File: src/rtl/rc6_pkg.sv
// Constants, state type and rotate helper shared by the RC6 key schedule
// and the round datapath.
package rc6_pkg;

   localparam logic [31:0] P32 = 32'hB7E15163;
   localparam logic [31:0] Q32 = 32'h9E3779B9;

   typedef enum logic [1:0] {
      IDLE,
      INIT,
      MIX,
      DONE
   } ks_state_e;

   // A rotation amount of zero must return the data unchanged; data >> 32 is 0 here.
   function automatic logic [31:0] rotl32(input logic [31:0] data, input logic [4:0] amt);
      return (data << amt) | (data >> (6'd32 - {1'b0, amt}));
   endfunction

endpackage

File: src/rtl/rc6_key_schedule_if.sv
// Key-load handshake and round-key read bus between the key schedule
// (slave) and its controller / round datapath (master).
interface rc6_key_schedule_if #(
   parameter int KEYW = 4
);
   logic [32*KEYW-1:0] key_in;
   logic               key_load;
   logic               busy;
   logic               key_ready;
   logic [4:0]         rd_idx;
   logic [31:0]        rd_key1;
   logic [31:0]        rd_key2;

   modport master (
      output key_in, key_load, rd_idx,
      input  busy, key_ready, rd_key1, rd_key2
   );

   modport slave (
      input  key_in, key_load, rd_idx,
      output busy, key_ready, rd_key1, rd_key2
   );
endinterface

File: src/rtl/rc6_key_schedule.sv
// Iterative RC6 key schedule: fills S[] with the magic-constant sequence,
// then runs one key-mixing step per clock and serves S word pairs.
module rc6_key_schedule
   import rc6_pkg::*;
#(
   parameter int ROUNDS = 20,
   parameter int KEYW   = 4
) (
   input  logic                 clk,
   input  logic                 reset,
   rc6_key_schedule_if.slave    ks
);

   localparam int T    = 2*ROUNDS + 4;
   localparam int NMIX = 3*((T > KEYW) ? T : KEYW);
   localparam int IW   = $clog2(T);
   localparam int JW   = (KEYW > 1) ? $clog2(KEYW) : 1;
   localparam int NW   = $clog2(NMIX);

   localparam logic [IW-1:0] I_LAST = IW'(T - 1);
   localparam logic [JW-1:0] J_LAST = JW'(KEYW - 1);
   localparam logic [NW-1:0] N_LAST = NW'(NMIX - 1);
   localparam logic [5:0]    HALF_T = 6'(T / 2);

   ks_state_e     state_q, state_d;
   logic [IW-1:0] i_q, i_d;
   logic [JW-1:0] j_q, j_d;
   logic [NW-1:0] n_q, n_d;
   logic [31:0]   a_q, a_d;
   logic [31:0]   b_q, b_d;
   logic [31:0]   sacc_q, sacc_d;
   logic [31:0]   l_q [KEYW];
   logic [31:0]   l_d [KEYW];
   logic          busy_q, busy_d;
   logic          key_ready_q, key_ready_d;
   logic [31:0]   rd_key1_q, rd_key1_d;
   logic [31:0]   rd_key2_q, rd_key2_d;

   logic [31:0]   s_mem [T];
   logic          s_we;
   logic [IW-1:0] s_waddr;
   logic [31:0]   s_wdata;

   logic [31:0]   key_words [KEYW];
   logic [31:0]   a_mix, ab_sum, b_mix;
   logic [IW-1:0] rd_addr0, rd_addr1;
   logic          rd_ok;

   generate
      for (genvar gi = 0; gi < KEYW; gi++) begin : g_key_words
         assign key_words[gi] = ks.key_in[32*gi +: 32];
      end
   endgenerate

   // One mixing step: the new A feeds both the S write-back and the B update.
   assign a_mix  = rotl32(s_mem[i_q] + a_q + b_q, 5'd3);
   assign ab_sum = a_mix + b_q;
   assign b_mix  = rotl32(l_q[j_q] + ab_sum, ab_sum[4:0]);

   assign rd_addr0 = IW'({ks.rd_idx, 1'b0});
   assign rd_addr1 = IW'({ks.rd_idx, 1'b1});
   assign rd_ok    = key_ready_q && ({1'b0, ks.rd_idx} < HALF_T);

   always_comb begin
      state_d = state_q;
      i_d     = i_q;
      j_d     = j_q;
      n_d     = n_q;
      a_d     = a_q;
      b_d     = b_q;
      sacc_d  = sacc_q;
      l_d     = l_q;
      s_we    = 1'b0;
      s_waddr = i_q;
      s_wdata = sacc_q;

      case (state_q)
         IDLE, DONE: begin
            if (ks.key_load) begin
               for (int k = 0; k < KEYW; k++) begin
                  l_d[k] = key_words[k];
               end
               i_d     = '0;
               j_d     = '0;
               n_d     = '0;
               a_d     = '0;
               b_d     = '0;
               sacc_d  = P32;
               state_d = INIT;
            end
         end
         INIT: begin
            s_we   = 1'b1;
            sacc_d = sacc_q + Q32;
            if (i_q == I_LAST) begin
               i_d     = '0;
               state_d = MIX;
            end else begin
               i_d = i_q + IW'(1);
            end
         end
         MIX: begin
            s_we       = 1'b1;
            s_wdata    = a_mix;
            a_d        = a_mix;
            b_d        = b_mix;
            l_d[j_q]   = b_mix;
            i_d        = (i_q == I_LAST) ? '0 : i_q + IW'(1);
            j_d        = (j_q == J_LAST) ? '0 : j_q + JW'(1);
            n_d        = n_q + NW'(1);
            if (n_q == N_LAST) begin
               state_d = DONE;
            end
         end
         default: state_d = IDLE;
      endcase

      busy_d      = (state_d == INIT) || (state_d == MIX);
      key_ready_d = (state_d == DONE);
      rd_key1_d   = rd_ok ? s_mem[rd_addr0] : '0;
      rd_key2_d   = rd_ok ? s_mem[rd_addr1] : '0;
   end

   always_ff @(posedge clk or posedge reset) begin
      if (reset) begin
         state_q     <= IDLE;
         i_q         <= '0;
         j_q         <= '0;
         n_q         <= '0;
         a_q         <= '0;
         b_q         <= '0;
         sacc_q      <= '0;
         for (int k = 0; k < KEYW; k++) begin
            l_q[k] <= '0;
         end
         busy_q      <= 1'b0;
         key_ready_q <= 1'b0;
         rd_key1_q   <= '0;
         rd_key2_q   <= '0;
      end else begin
         state_q     <= state_d;
         i_q         <= i_d;
         j_q         <= j_d;
         n_q         <= n_d;
         a_q         <= a_d;
         b_q         <= b_d;
         sacc_q      <= sacc_d;
         l_q         <= l_d;
         busy_q      <= busy_d;
         key_ready_q <= key_ready_d;
         rd_key1_q   <= rd_key1_d;
         rd_key2_q   <= rd_key2_d;
      end
   end

   // Table contents survive reset; they are only meaningful once key_ready is up.
   always_ff @(posedge clk) begin
      if (s_we) begin
         s_mem[s_waddr] <= s_wdata;
      end
   end

   assign ks.busy      = busy_q;
   assign ks.key_ready = key_ready_q;
   assign ks.rd_key1   = rd_key1_q;
   assign ks.rd_key2   = rd_key2_q;

endmodule

File: src/flat_wrapper.sv
// flat-port wrapper written by rule: the top's interface ports become plain ports
module rc6_key_schedule_flat import rc6_pkg::*;
#(
   parameter int ROUNDS = 20,
   parameter int KEYW   = 4
)
  (clk, reset, ks_key_in, ks_key_load, ks_rd_idx, ks_busy, ks_key_ready, ks_rd_key1, ks_rd_key2);
  rc6_key_schedule_if #(.KEYW(KEYW)) ks_i ();
  input  logic clk;
  input  logic reset;
  input wire logic [$bits(ks_i.key_in)-1:0] ks_key_in;
  input wire logic [$bits(ks_i.key_load)-1:0] ks_key_load;
  input wire logic [$bits(ks_i.rd_idx)-1:0] ks_rd_idx;
  output wire logic [$bits(ks_i.busy)-1:0] ks_busy;
  output wire logic [$bits(ks_i.key_ready)-1:0] ks_key_ready;
  output wire logic [$bits(ks_i.rd_key1)-1:0] ks_rd_key1;
  output wire logic [$bits(ks_i.rd_key2)-1:0] ks_rd_key2;
  assign ks_i.key_in = ks_key_in;
  assign ks_i.key_load = ks_key_load;
  assign ks_i.rd_idx = ks_rd_idx;
  assign ks_busy = ks_i.busy;
  assign ks_key_ready = ks_i.key_ready;
  assign ks_rd_key1 = ks_i.rd_key1;
  assign ks_rd_key2 = ks_i.rd_key2;
  rc6_key_schedule #(.ROUNDS(ROUNDS), .KEYW(KEYW)) u_core (.clk(clk), .reset(reset), .ks(ks_i));
endmodule
File: config.mk
export PLATFORM = sky130hd
export DESIGN_NAME = rc6_key_schedule_flat
export DESIGN_NICKNAME = d
export VERILOG_FILES = /design/src/rtl/rc6_pkg.sv /design/src/rtl/rc6_key_schedule_if.sv /design/src/rtl/rc6_key_schedule.sv /design/src/flat_wrapper.sv
export SDC_FILE = /design/constraint.sdc
export NUM_CORES = 2
export LEC_CHECK = 0
export BUFFER_PORTS_ARGS = -buffer_cell sky130_fd_sc_hd__buf_2
export CORE_MARGIN = 3
export CORE_UTILIZATION = 55
export CTS_BUF_LIST = sky130_fd_sc_hd__clkbuf_8
export CTS_CLUSTER_SIZE = 10
export DETAILED_ROUTE_END_ITERATION = 10
export HOLD_SLACK_MARGIN = 0.1
export PLACE_DENSITY = 0.68
export REMOVE_ABC_BUFFERS = 1
export SLEW_MARGIN = 20
export SYNTH_ARGS = -nofsm -noshare
export SYNTH_HDL_FRONTEND = slang
export SYNTH_SLANG_ARGS = --single-unit
File: constraint.sdc
create_clock -name clk -period 16.6 [get_ports clk]
set_input_delay 1.66 -clock clk [delete_from_list [all_inputs] [get_ports clk]]
set_output_delay 1.66 -clock clk [all_outputs]
set_load 0.02 [all_outputs]
==> flow_summary.json <==
{
  "ys_seq_elements": 1716,
  "critPathSlowestCell": "o311ai_0",
  "syn2layout_area_growth_pct": 11.3,
  "row_count": 144,
  "regArea_um2": 50000,
  "status": "completed",
  "wl_met2_mm": 145,
  "synthFlopType": "edfxtp_1",
  "swShare_pct": 48.3,
  "rsz0062_at_grt": "no",
  "synth_area_per_cell_um2": 13.0,
  "dr_wl_met3_mm": 46.2,
  "finalSetupViolations": 0,
  "clk_latency_ns": 1.04,
  "crit_top_cell": "nand2_1",
  "wl_per_cell_um": 36.7,
  "core-area_um2": 155000,
  "cellLeakagePower_nw": 34.3,
  "grt_antenna_before_repair": 19,
  "cpPeakStageDelay_ns": 1.01,
  "die_w_um": 402,
  "avgViaCountPerCell": 7.43,
  "critPathCaptureType": "flop",
  "grt.overflow.total": 0,
  "final.period_utilization_pct": 86.7,
  "io_buffers": 201,
  "ant_nets": 0,
  "hp-class": "flop to flop",
  "min_period_ns": 14.39,
  "max_freq_ghz": 0.0695,
  "grt_usage_pct": 40.6,
  "remaining_drc_errors": 0,
  "place_congestion": 1.02,
  "fin_area_um2": 96200,
  "arrival_ns": 15.24,
  "ys_seq_area_share_pct": 57.9,
  "initialDrtViolationCount": 11600,
  "internal-power_mw": 11.5,
  "critical_path.max_fanout": 25,
  "dr.pass1.iters": 8,
  "synth_warnings": 0,
  "cts-buffers-inserted": 302,
  "hold_buffers": 0,
  "cts_tree": "done",
  "routed_wl_mm": 335,
  "num-nets-final": 7119,
  "cp.required_ns": 17.45,
  "h-tree-depth": 5,
  "pwr-share-comb_pct": 57.5,
  "synth-edff-count": 1408,
  "synthCells": 6631,
  "slew_headroom_pct": 17.4,
  "cts-root-buf": "clkbuf_8",
  "cts_sinks": 1716,
  "fp.dieArea_um2": 162000,
  "yosys.cell_types.count": 84,
  "cts_setup_buffers": 0,
  "clock_skew_ns": 0.0948,
  "async_flop_share_pct": 17.9,
  "pwr-share-clk_pct": 16.8,
  "ir_worst_vdd_mv": 0.270,
  "synth_area_um2": 86400,
  "grt_start_max_net_pins": 127,
  "grt_pass1_wl_mm": 473,
  "io_pins": 202,
  "dpl_cell_area_um2": 90500,
  "fin_tns_setup_ns": 0,
  "fillers": 11800,
  "worst_pin_slew_ns": 1.23,
  "powerDensity_nw_per_um2": 231,
  "highest_layer": "met5",
  "drv_cap": 0,
  "cp-start-kind": "flop",
  "clkTransAtPathRegs_ns": 0.06,
  "p_switching_mw": 10.7,
  "hpwl_mm": 208,
  "slew_viol_final": 0,
  "reg2reg_slack_ns": 2.21,
  "dieHeight_um": 402,
  "wl_met1_mm": 118,
  "start_util_pct": 55.7,
  "crit_type": "flop to flop",
  "drive_gt1_share_pct": 19.7,
  "multiInputGateArea_um2": 34700,
  "pwr-share-seq_pct": 25.7,
  "ctsResizeCount": 0,
  "clock_path_buffers": 4,
  "vias": 67800,
  "hold_violations": 0,
  "grt_pass1_vias": 65300
}
## cell type report
type | instances | area share [%]
sequential | 1716 | 52.0
multi-input combinational | 4303 | 36.0
clock buffer | 343 | 4.91
timing repair buffer | 427 | 3.03
tap | 2044 | 2.66
clock inverter | 186 | 0.957
inverter | 96 | 0.384
antenna | 17 | 0.0442
## registers in the layout (all words and copies together), names as in the netlist
signal / cells
u_core.ks.rd_key2: 32
u_core.n_q: 8
u_core.s_mem: 1408
u_core.a_q: 32
u_core.ks.busy: 1
u_core.state_q: 2
u_core.l_q: 128
u_core.j_q: 2
u_core.b_q: 32
u_core.sacc_q: 32
u_core.ks.rd_key1: 32
u_core.ks.key_ready: 1
u_core.i_q: 6
## final timing paths
path                                startpoint             end  cells past startpoint
min in group asynchronous                reset  u_core.l_q[80]                      2
worst max-delay path             u_core.i_q[4]   u_core.b_q[7]                     41
max in group asynchronous                reset   u_core.b_q[2]                      4
worst min-delay path            u_core.l_q[29]  u_core.l_q[29]                      2
worst min register to register  u_core.l_q[29]  u_core.l_q[29]                      2
worst max register to register   u_core.i_q[4]   u_core.b_q[7]                     41
## power by group through the flow
stage	registers [mW]	clock network (mW)	logic, mW
2_1_floorplan	5.82	0	7.55
3_3_place_gp	5.74	0	12.3
3_5_place_dp	5.76	0	12.3
4_1_cts	5.68	3.75	12.4
5_1_grt	5.71	3.95	13.3
6_report	5.69	3.73	12.8
## layer usage
metal	GRT usage, %	up-vias
li1	-	27100
met1	52.9	33500
met2	59.4	5935
met3	12.0	1284
met4	26.5	10
met5	0.654	-
## critical path: cells and delay by family, from the launching register on
family / cells / cell delay (ns)
simple gates: 12 / 3.16
compound gates: 17 / 5.59
flops: 1 / 0.66
buf+inv: 3 / 1.35
fa+ha+maj: 5 / 2.04
xor+xnor: 3 / 0.99
mux: 1 / 0.37
## cells in the final DEF (no fill, tap or decap), types with 101 or more instances in the layout
| cell | count |
|---|---|
| mux4_2 | 307 |
| nor2_1 | 336 |
| clkbuf_8 | 344 |
| mux2i_1 | 322 |
| nand2_1 | 365 |
| a221oi_1 | 139 |
| o21ai_0 | 388 |
| a21oi_1 | 492 |
| edfxtp_1 | 1408 |
| buf_2 | 196 |
| dfrtp_1 | 301 |
| inv_1 | 194 |
| a31oi_1 | 118 |
| ha_1 | 101 |
| a22o_1 | 138 |
| a211oi_1 | 111 |
| a22oi_1 | 295 |
| mux2_2 | 114 |
| buf_4 | 212 |
## synthesized netlist by cell type, types with 28 or more instances
| cell type | instances | area share, % |
|---|---|---|
| a211oi_1 | 111 | 0.96 |
| a21o_1 | 48 | 0.42 |
| a21oi_1 | 493 | 2.9 |
| a221oi_1 | 139 | 1.4 |
| a22o_1 | 138 | 1.4 |
| a22oi_1 | 295 | 2.6 |
| a31oi_1 | 118 | 0.85 |
| and3_1 | 65 | 0.47 |
| buf_1 | 97 | 0.42 |
| clkbuf_1 | 418 | 1.8 |
| dfrtp_1 | 308 | 8.9 |
| edfxtp_1 | 1408 | 49 |
| fa_1 | 34 | 0.79 |
| ha_1 | 103 | 1.5 |
| inv_1 | 91 | 0.40 |
| mux2_2 | 114 | 1.5 |
| mux2i_1 | 323 | 3.7 |
| mux4_2 | 307 | 8.0 |
| nand2_1 | 370 | 1.6 |
| nand3_1 | 71 | 0.41 |
| nand4_1 | 29 | 0.21 |
| nor2_1 | 342 | 1.5 |
| nor3_1 | 99 | 0.57 |
| o21ai_0 | 415 | 2.4 |
| o221ai_1 | 71 | 0.72 |
| o22ai_1 | 87 | 0.63 |
| o31ai_1 | 28 | 0.24 |
| o32ai_1 | 38 | 0.39 |
| xnor2_1 | 83 | 0.84 |
| xor2_1 | 38 | 0.39 |
## per-stage QoR
step           setup WS, ns  hold WS [ns]  cells  utilization (%)  power [mW]
2_1_floorplan         -3.31         0.443   6115                -        13.4
3_3_place_gp           2.58         0.459   8585             58.3        18.0
3_5_place_dp           2.56         0.473   8585             58.3        18.0
4_1_cts                2.53         0.484   9114             62.0        21.8
5_1_grt                1.36         0.511   9121             62.0        23.0
6_report               2.21         0.484   9132             62.0        22.2
## cells by family after synthesis
kind of cell,synth area share (%)
simple gates,5.72
flops,57.9
xor+xnor,1.23
fa+ha+maj,2.28
mux,13.2
compound gates,17.0
buf+inv,2.67
No activity file was read; power rests on OpenSTA's default activity.
